## src/rtl/uart_tx_engine.sv

```systemverilog
// UART transmit framer in the clk26m domain.
// Takes one byte per valid/ready handshake and sends start, 8 data bits
// LSB first, an optional parity bit and one or two stop bits on utxd_o.
// Bit timing comes from an external baud generator that this block enables
// with tx_bpsen; every bit lasts exactly one baud tick interval.
module uart_tx_engine #(
  parameter int DATA_W = 8
) (
  input  logic              clk26m,
  input  logic              rst26m_,
  input  logic              tx_bpsclk,
  input  logic              txrst,
  input  logic              check,
  input  logic              parity,
  input  logic              two_stop,
  input  logic              tx_valid,
  input  logic [DATA_W-1:0] tx_data,
  output logic              tx_ready,
  output logic              tx_bpsen,
  output logic              utxd_o,
  output logic              tx_busy,
  output logic              tx_done
);

  localparam int CNT_W = (DATA_W > 1) ? $clog2(DATA_W) : 1;
  localparam logic [CNT_W-1:0] LAST_BIT = CNT_W'(DATA_W - 1);

  typedef enum logic [2:0] {
    IDLE   = 3'd0,
    START  = 3'd1,
    DATA   = 3'd2,
    PARITY = 3'd3,
    STOP   = 3'd4
  } state_t;

  // Parity bit for a frame: odd parity makes the total count of ones odd.
  function automatic logic parity_bit(input logic [DATA_W-1:0] d, input logic odd);
    return odd ? ~^d : ^d;
  endfunction

  // Config inputs arrive from the register-interface domain.
  logic [2:0] cfg_meta_q;
  logic [2:0] cfg_sync_q;

  // Frame state
  state_t            state_q;
  logic [DATA_W-1:0] data_q;
  logic [CNT_W-1:0]  bit_cnt_q;
  logic              stop_cnt_q;
  logic              chk_q;
  logic              odd_q;
  logic              two_q;

  // Registered outputs
  logic              utxd_q;
  logic              bpsen_q;
  logic              ready_q;
  logic              busy_q;
  logic              done_q;

  // Next-state helpers
  logic              accept_d;
  logic              tick_d;
  logic [CNT_W-1:0]  bit_nxt_d;
  logic              par_d;

  // ready_q is only ever high in IDLE, so it doubles as the state check.
  // An abort in the same cycle wins over the handshake.
  assign accept_d  = tx_valid && ready_q && !txrst;
  // Ticks only count while the generator is enabled, i.e. inside a frame.
  assign tick_d    = tx_bpsclk && bpsen_q;
  assign bit_nxt_d = bit_cnt_q + CNT_W'(1);
  assign par_d     = parity_bit(data_q, odd_q);

  // Two-flop synchronisers for check, parity and two_stop.
  always_ff @(posedge clk26m or negedge rst26m_) begin
    if (!rst26m_) begin
      cfg_meta_q <= 3'b000;
      cfg_sync_q <= 3'b000;
    end else begin
      cfg_meta_q <= {two_stop, parity, check};
      cfg_sync_q <= cfg_meta_q;
    end
  end

  // Capture the byte to send; held untouched until the next accept.
  always_ff @(posedge clk26m) begin
    if (accept_d) begin
      data_q <= tx_data;
    end
  end

  // Frame sequencer: every output is registered and moves one cycle after
  // the condition that causes it.
  always_ff @(posedge clk26m or negedge rst26m_) begin
    if (!rst26m_) begin
      state_q    <= IDLE;
      bit_cnt_q  <= '0;
      stop_cnt_q <= 1'b0;
      chk_q      <= 1'b0;
      odd_q      <= 1'b0;
      two_q      <= 1'b0;
      utxd_q     <= 1'b1;
      bpsen_q    <= 1'b0;
      ready_q    <= 1'b1;
      busy_q     <= 1'b0;
      done_q     <= 1'b0;
    end else begin
      done_q <= 1'b0;
      if (txrst) begin
        // Abort drops the frame in flight without signalling completion.
        state_q    <= IDLE;
        bit_cnt_q  <= '0;
        stop_cnt_q <= 1'b0;
        utxd_q     <= 1'b1;
        bpsen_q    <= 1'b0;
        ready_q    <= 1'b1;
        busy_q     <= 1'b0;
      end else begin
        unique case (state_q)
          IDLE: begin
            utxd_q  <= 1'b1;
            bpsen_q <= 1'b0;
            if (accept_d) begin
              // Config is frozen here for the whole frame.
              chk_q      <= cfg_sync_q[0];
              odd_q      <= cfg_sync_q[1];
              two_q      <= cfg_sync_q[2];
              bit_cnt_q  <= '0;
              stop_cnt_q <= 1'b0;
              state_q    <= START;
              utxd_q     <= 1'b0;
              bpsen_q    <= 1'b1;
              busy_q     <= 1'b1;
              ready_q    <= 1'b0;
            end
          end
          START: begin
            if (tick_d) begin
              state_q   <= DATA;
              bit_cnt_q <= '0;
              utxd_q    <= data_q[0];
            end
          end
          DATA: begin
            if (tick_d) begin
              if (bit_cnt_q != LAST_BIT) begin
                bit_cnt_q <= bit_nxt_d;
                utxd_q    <= data_q[bit_nxt_d];
              end else if (chk_q) begin
                state_q <= PARITY;
                utxd_q  <= par_d;
              end else begin
                state_q    <= STOP;
                stop_cnt_q <= 1'b0;
                utxd_q     <= 1'b1;
              end
            end
          end
          PARITY: begin
            if (tick_d) begin
              state_q    <= STOP;
              stop_cnt_q <= 1'b0;
              utxd_q     <= 1'b1;
            end
          end
          STOP: begin
            if (tick_d) begin
              if (two_q && !stop_cnt_q) begin
                stop_cnt_q <= 1'b1;
              end else begin
                // Final stop bit has run its full interval: frame complete.
                state_q    <= IDLE;
                stop_cnt_q <= 1'b0;
                bit_cnt_q  <= '0;
                utxd_q     <= 1'b1;
                bpsen_q    <= 1'b0;
                busy_q     <= 1'b0;
                ready_q    <= 1'b1;
                done_q     <= 1'b1;
              end
            end
          end
          default: begin
            state_q    <= IDLE;
            bit_cnt_q  <= '0;
            stop_cnt_q <= 1'b0;
            utxd_q     <= 1'b1;
            bpsen_q    <= 1'b0;
            busy_q     <= 1'b0;
            ready_q    <= 1'b1;
          end
        endcase
      end
    end
  end

  assign utxd_o   = utxd_q;
  assign tx_bpsen = bpsen_q;
  assign tx_ready = ready_q;
  assign tx_busy  = busy_q;
  assign tx_done  = done_q;

endmodule

```

## config.mk

```make
export PLATFORM = sky130hd
export DESIGN_NAME = uart_tx_engine
export DESIGN_NICKNAME = d
export VERILOG_FILES = /design/src/rtl/uart_tx_engine.sv
export SDC_FILE = /design/constraint.sdc
export NUM_CORES = 1
export LEC_CHECK = 0
export ABC_AREA = 1
export CORE_UTILIZATION = 25
export CTS_CLUSTER_DIAMETER = 100
export DETAILED_ROUTE_END_ITERATION = 7
export PLACE_DENSITY = 0.51
export RECOVER_POWER = 50
export SYNTH_ARGS = -nofsm -noshare
export SYNTH_HDL_FRONTEND = slang
export SYNTH_SLANG_ARGS = --single-unit
```

## constraint.sdc

```tcl
create_clock -name clk26m -period 4.3 [get_ports clk26m]
set_input_delay 0.43 -clock clk26m [delete_from_list [all_inputs] [get_ports clk26m]]
set_output_delay 0.43 -clock clk26m [all_outputs]
set_load 0.02 [all_outputs]
```

# Word-level counts from Yosys, hierarchy flattened
# Index checks and enable logic that the tools add are counted.
[word_totals]
register_bits = 29
latch_bits = 0
ram_bits = 0
romBits = 0
inputBits = 16
output_inout_bits = 5
elab_cells = 103
n_memories = 0
[op_classes]
add_sub_neg = 1
multipliers = 0
div = 0
magnitude_cmp = 1
n_eq_ne = 17
shift = 0
n_mux = 52
bitwise_logic = 1
reduce_logical = 17
[ops]
columns = ["cell", "n"]
rows = [
  ["$mux W3", 14],
  ["$mux W1", 30],
  ["$ne A3 B3 Y1 const B", 10],
  ["$pmux W3 S5", 2],
  ["$reduce_and A7 Y1", 3],
  ["$pmux W1 S5", 2],
  ["$pmux W1 S3", 3],
  ["$reduce_xnor A8 Y1", 1],
  ["$reduce_xor A8 Y1", 1],
  ["$eq A3 B2 Y1 const B", 2],
  ["$reduce_and A3 Y1", 2],
  ["$reduce_and A5 Y1", 1],
  ["$logic_and A1 B1 Y1", 4],
  ["$lt A3 B4 Y1 const B", 1],
  ["$ne A2 B2 Y1 const B", 2],
  ["$reduce_and A4 Y1", 1],
  ["$add A3 B1 Y3 const B", 1],
  ["$bmux W1 S3", 1],
  ["$eq A3 B1 Y1 const B", 1],
  ["$eq A3 B3 Y1 const B", 1],
  ["$logic_not A3 Y1", 1],
  ["$reduce_or A3 Y1", 1],
  ["$logic_not A1 Y1", 2],
  ["$ne A2 B1 Y1 const B", 1],
  ["$not A1 Y1", 1],
]

# Logic depth before layout (Yosys ltp)
[logic_depth]
depth_word = 7
depth_mapped = 11
ltp_nobuf = 11

# Least setup slack after synthesis
# Ideal clock, no wire load.
[synth_timing]
path_type = "reg-to-reg"
startpoint = "reg ready_q (netlist: tx_ready)"
endpoint = "reg utxd_q (netlist: utxd_o)"
setup_ps = 79
arrival_time_ps = 1446
required_ps = 4221
setup_slack_ps = 2775
path_stages_with_launch = 6
n_path_buf = 0
synth_period_minus_slack_ps = 1525
cell_sequence = "dfstp_2 nand2_1 nor2_1 o2111ai_1 nor2_1 a21oi_1"
[synth_via]
elab_chain_cells = 5
[synth_lines]
columns = ["element", "line", "rtl"]
rows = [
  ["from (decl)", "57", "logic ready_q;"],
  ["from (signal assigned)", "105", "ready_q <= 1'b1;"],
  ["from (signal assigned)", "117", "ready_q <= 1'b1;"],
  ["from (signal assigned)", "135", "ready_q <= 1'b0;"],
  ["$logic_and A1 B1 Y1 (2 in a row)", "69", "assign accept_d = tx_valid && ready_q && !txrst;"],
  ["named net accept_d", "62", "logic accept_d;"],
  ["$mux W1", "124", "if (accept_d) begin"],
  ["$pmux W1 S5", "120", "unique case (state_q)"],
  ["$mux W1", "110", "if (txrst) begin"],
  ["to (signal assigned)", "142", "utxd_q <= data_q[0];"],
  ["to (signal assigned)", "149", "utxd_q <= data_q[bit_nxt_d];"],
  ["to (signal assigned)", "152", "utxd_q <= par_d;"],
  ["to (decl)", "55", "logic utxd_q;"],
]
# The timed path passes the listed nets, and every way through them passes these cells.
# A chain may end at the register's enable or synchronous reset.

# Worst setup path after layout
[layout_timing]
startpoint = "reg utxd_q (netlist: utxd_o)"
endpoint = "out utxd_o"
[layout_rtl]
columns = ["element", "line", "rtl"]
rows = [
  ["to (decl)", "20", "output logic utxd_o,"],
]
# No word-level cell between the ends.

==> run metrics <==
maximum clock rate=between 500 and 600 MHz; Slew HR=0.3644; Max H-tree Level=2; hold path depth=0; Routed Antenna Nets=0; Diodes inserted=0; cell row count=27; CP Class=reg2out; initial antenna violation count=0; part of the cycle the worst path needs=0.4310; CTS resizes=0; Slowest-stage cell, CP=clkdlybuf4s50_1; Hold Path Origin=cfg_meta_q[1]$_DFF_PN0_; Post-CTS Setup Inserts=0; Hold Crit Class=reg2reg; Total GRT Usage=0.1131; Starting Density=0.2668; # fillers=between 600 and 700; Root Driver=clkbuf_8; Area contributors post-synth=dfrtp_1 (31%), nand2_1 (16%), edfxtp_1 (16%); # Max-Cap Violations=0; CP delay by family, top=buffers and inverters; DP HPWL=2.405 mm; drt drc=0; NumNets Final=between 200 and 250; cells along the critical path=clkdlybuf4s50_1; Horiz. Die Dim=79.82 um; Buf/Inv on CP=1; Iteration-0 DRC Markers=73; Cell variety after synth=28; Vias/cell=~4.4; area of the multi-input gates=634.4 um2; worst path required time=about 3.9 ns; cells after synthesis=between 150 and 200; Worst setup SP type=register; die area=between 6000 and 7000 um2; r2r worst-path depth=5; mapped cell area=1514 um2; via count of the first global-routing pass=about 1300; Synth Net Count=approximately 210; Worst-Margin Slew=0.9503 ns; Mapped Avg Cell Area=between 8 and 9 um2; leakage=0.9131 nW; Layout Area Growth over Synthesis=26.69%; Via Count=between 1000 and 1500; reg2reg end=utxd_o$_DFFE_PN1P_; Synth area leader=dfrtp_1; instance count on the critical path=1; data arrival time of the worst path=1.42 ns; worst-path maximum fanout=2; Critical Path End Type=primary output; # clock sinks=29; Final setup viols=0; pre-CTS WS=~2.2 ns; register area share after synthesis=0.5074; gpl congestion=around 0.88; hold-fix buffers at CTS=0; global-route wire length before repair=between 5 and 6 mm; IO buf count=20; Hold Vio Cnt, Final=0; CTS tree=done; hold_ws=0.3486 ns; RSZ-0062 raised after global routing=false; Yosys warnings=0; first-pass iteration count of the detailed router=4; Die Ht=79.82 um; DR WL/cell=about 11 um; TritonCTS Buffers=5; worst skew pair latency=roughly 0.28 ns; DRT Wirelength=~3.2 mm; Core Area=5675 um2; setup TNS=0 ns; fin crit period=~1.9 ns; Core Util, Final=0.3380; Reg area=roughly 770 um2; io pins=21; Hold Path Sink=cfg_sync_q[1]$_DFF_PN0_; Peak VDD IR=approximately 260 uV; count of pins over their slew limit=0; Pwr per Cell Area=562.0 nW/um2; Clock Path Buffers=2; top-area cell type share of the netlist area=0.3140; share of layout cells above drive strength 1=0.1157; largest net degree at the start of global routing=22; worst reg2reg path startpoint=tx_ready$_DFFE_PN1P_; GRT overflow=0; Max Clock Skew=around 0.0071 ns; Worst-path clk slew=approximately 0.07 ns; final critical-path setup slack=~2.4 ns; number of synthesized register bits=29; R2R setup slack=between 2 and 3 ns; slowest stage delay, CP=around 0.60 ns; outcome=finished clean
[sequential cells by signal, summed over array words and instances (netlist names)]
name        count
bit_cnt_q       3
state_q         3
cfg_meta_q      3
data_q          8
chk_q           1
utxd_o          1
tx_bpsen        1
tx_done         1
odd_q           1
stop_cnt_q      1
tx_ready        1
two_q           1
cfg_sync_q      3
tx_busy         1
[where the power goes]
part	internal (mW)	switching [mW]
combinational	0.143	0.234
clock	0.189	0.105
sequential	0.351	0.0571
total	0.683	0.395
[cells in the final DEF, fill, tap and decap left out, types with 2 or more instances in the layout]
master / n
nand2_1: 65
inv_1: 25
dfrtp_1: 19
nor2_1: 14
dlygate4sd3_1: 12
a21oi_1: 9
edfxtp_1: 8
clkdlybuf4s50_1: 8
nand3_1: 7
o21ai_0: 6
o21ai_1: 6
clkbuf_8: 6
nor2_2: 4
inv_2: 4
nand2_2: 2
o211ai_1: 2
ha_1: 2
dfstp_2: 2
[area by class of cell]
class	instances	share of cell area
Inverter	29	0.05675
Clock inverter	1	0.01566
Multi-Input combinational cell	130	0.3307
Sequential cell	29	0.4005
Tap cell	72	0.04697
Timing Repair Buffer	20	0.1044
Clock buffer	7	0.04501
[through the flow]
step	area [um2]	total power, mW	instances
global route	1918	1.160	288
finish	1918	1.078	288
detailed placement	1804	0.7925	280
global placement	1804	0.7928	280
CTS	1921	1.095	288
floorplan	1514	0.6730	188
[how the worst max path moves through the flow]
stage                              start                  to  slack (ns)
floorplan           tx_ready$_DFFE_PN1P_  utxd_o$_DFFE_PN1P_        2.77
global placement                   txrst  utxd_o$_DFFE_PN1P_        2.21
detailed placement                 txrst  utxd_o$_DFFE_PN1P_        2.20
CTS                   utxd_o$_DFFE_PN1P_              utxd_o        2.43
global route                       txrst  utxd_o$_DFFE_PN1P_        2.31
finish                utxd_o$_DFFE_PN1P_              utxd_o        2.45
[routing by layer]
layer / part of all wire / up-vias / global-route usage
li1: - / 656 / -
met1: 0.49 / 584 / 0.1385
met2: 0.44 / 27 / 0.1786
met3: 0.036 / 10 / 0.03200
met4: 0.027 / 0 / 0.06071
met5: 0 / - / 0
[worst reg2reg max path, delay by kind of cell (launching register included)]
family / cells / cell delay, ns
AO/OA/AOI/OAI: 2 / 0.28
flip-flops: 1 / 0.54
AND/OR/NAND/NOR: 3 / 0.81
[logic make-up after synthesis]
group	after synthesis	share of synthesized area
and+or+nand+nor	100	0.2950
buffers and inverters	29	0.07190
DFF	29	0.5074
AOI/OAI and AO/OA	28	0.1091
adders and majority gates	2	0.01653
[synth_stat cells, drive strengths merged]
master,n
nand4,2
nor3,2
o31ai,1
edfxtp,8
ha,2
nor2b,1
a21oi,9
o21ai,13
a22oi,1
nand3,8
inv,29
nand3b,1
nand2,68
o2111ai,1
dfrtp,19
nor2,18
dfstp,2
o211ai,3
Power figures use the tool's default switching activity.
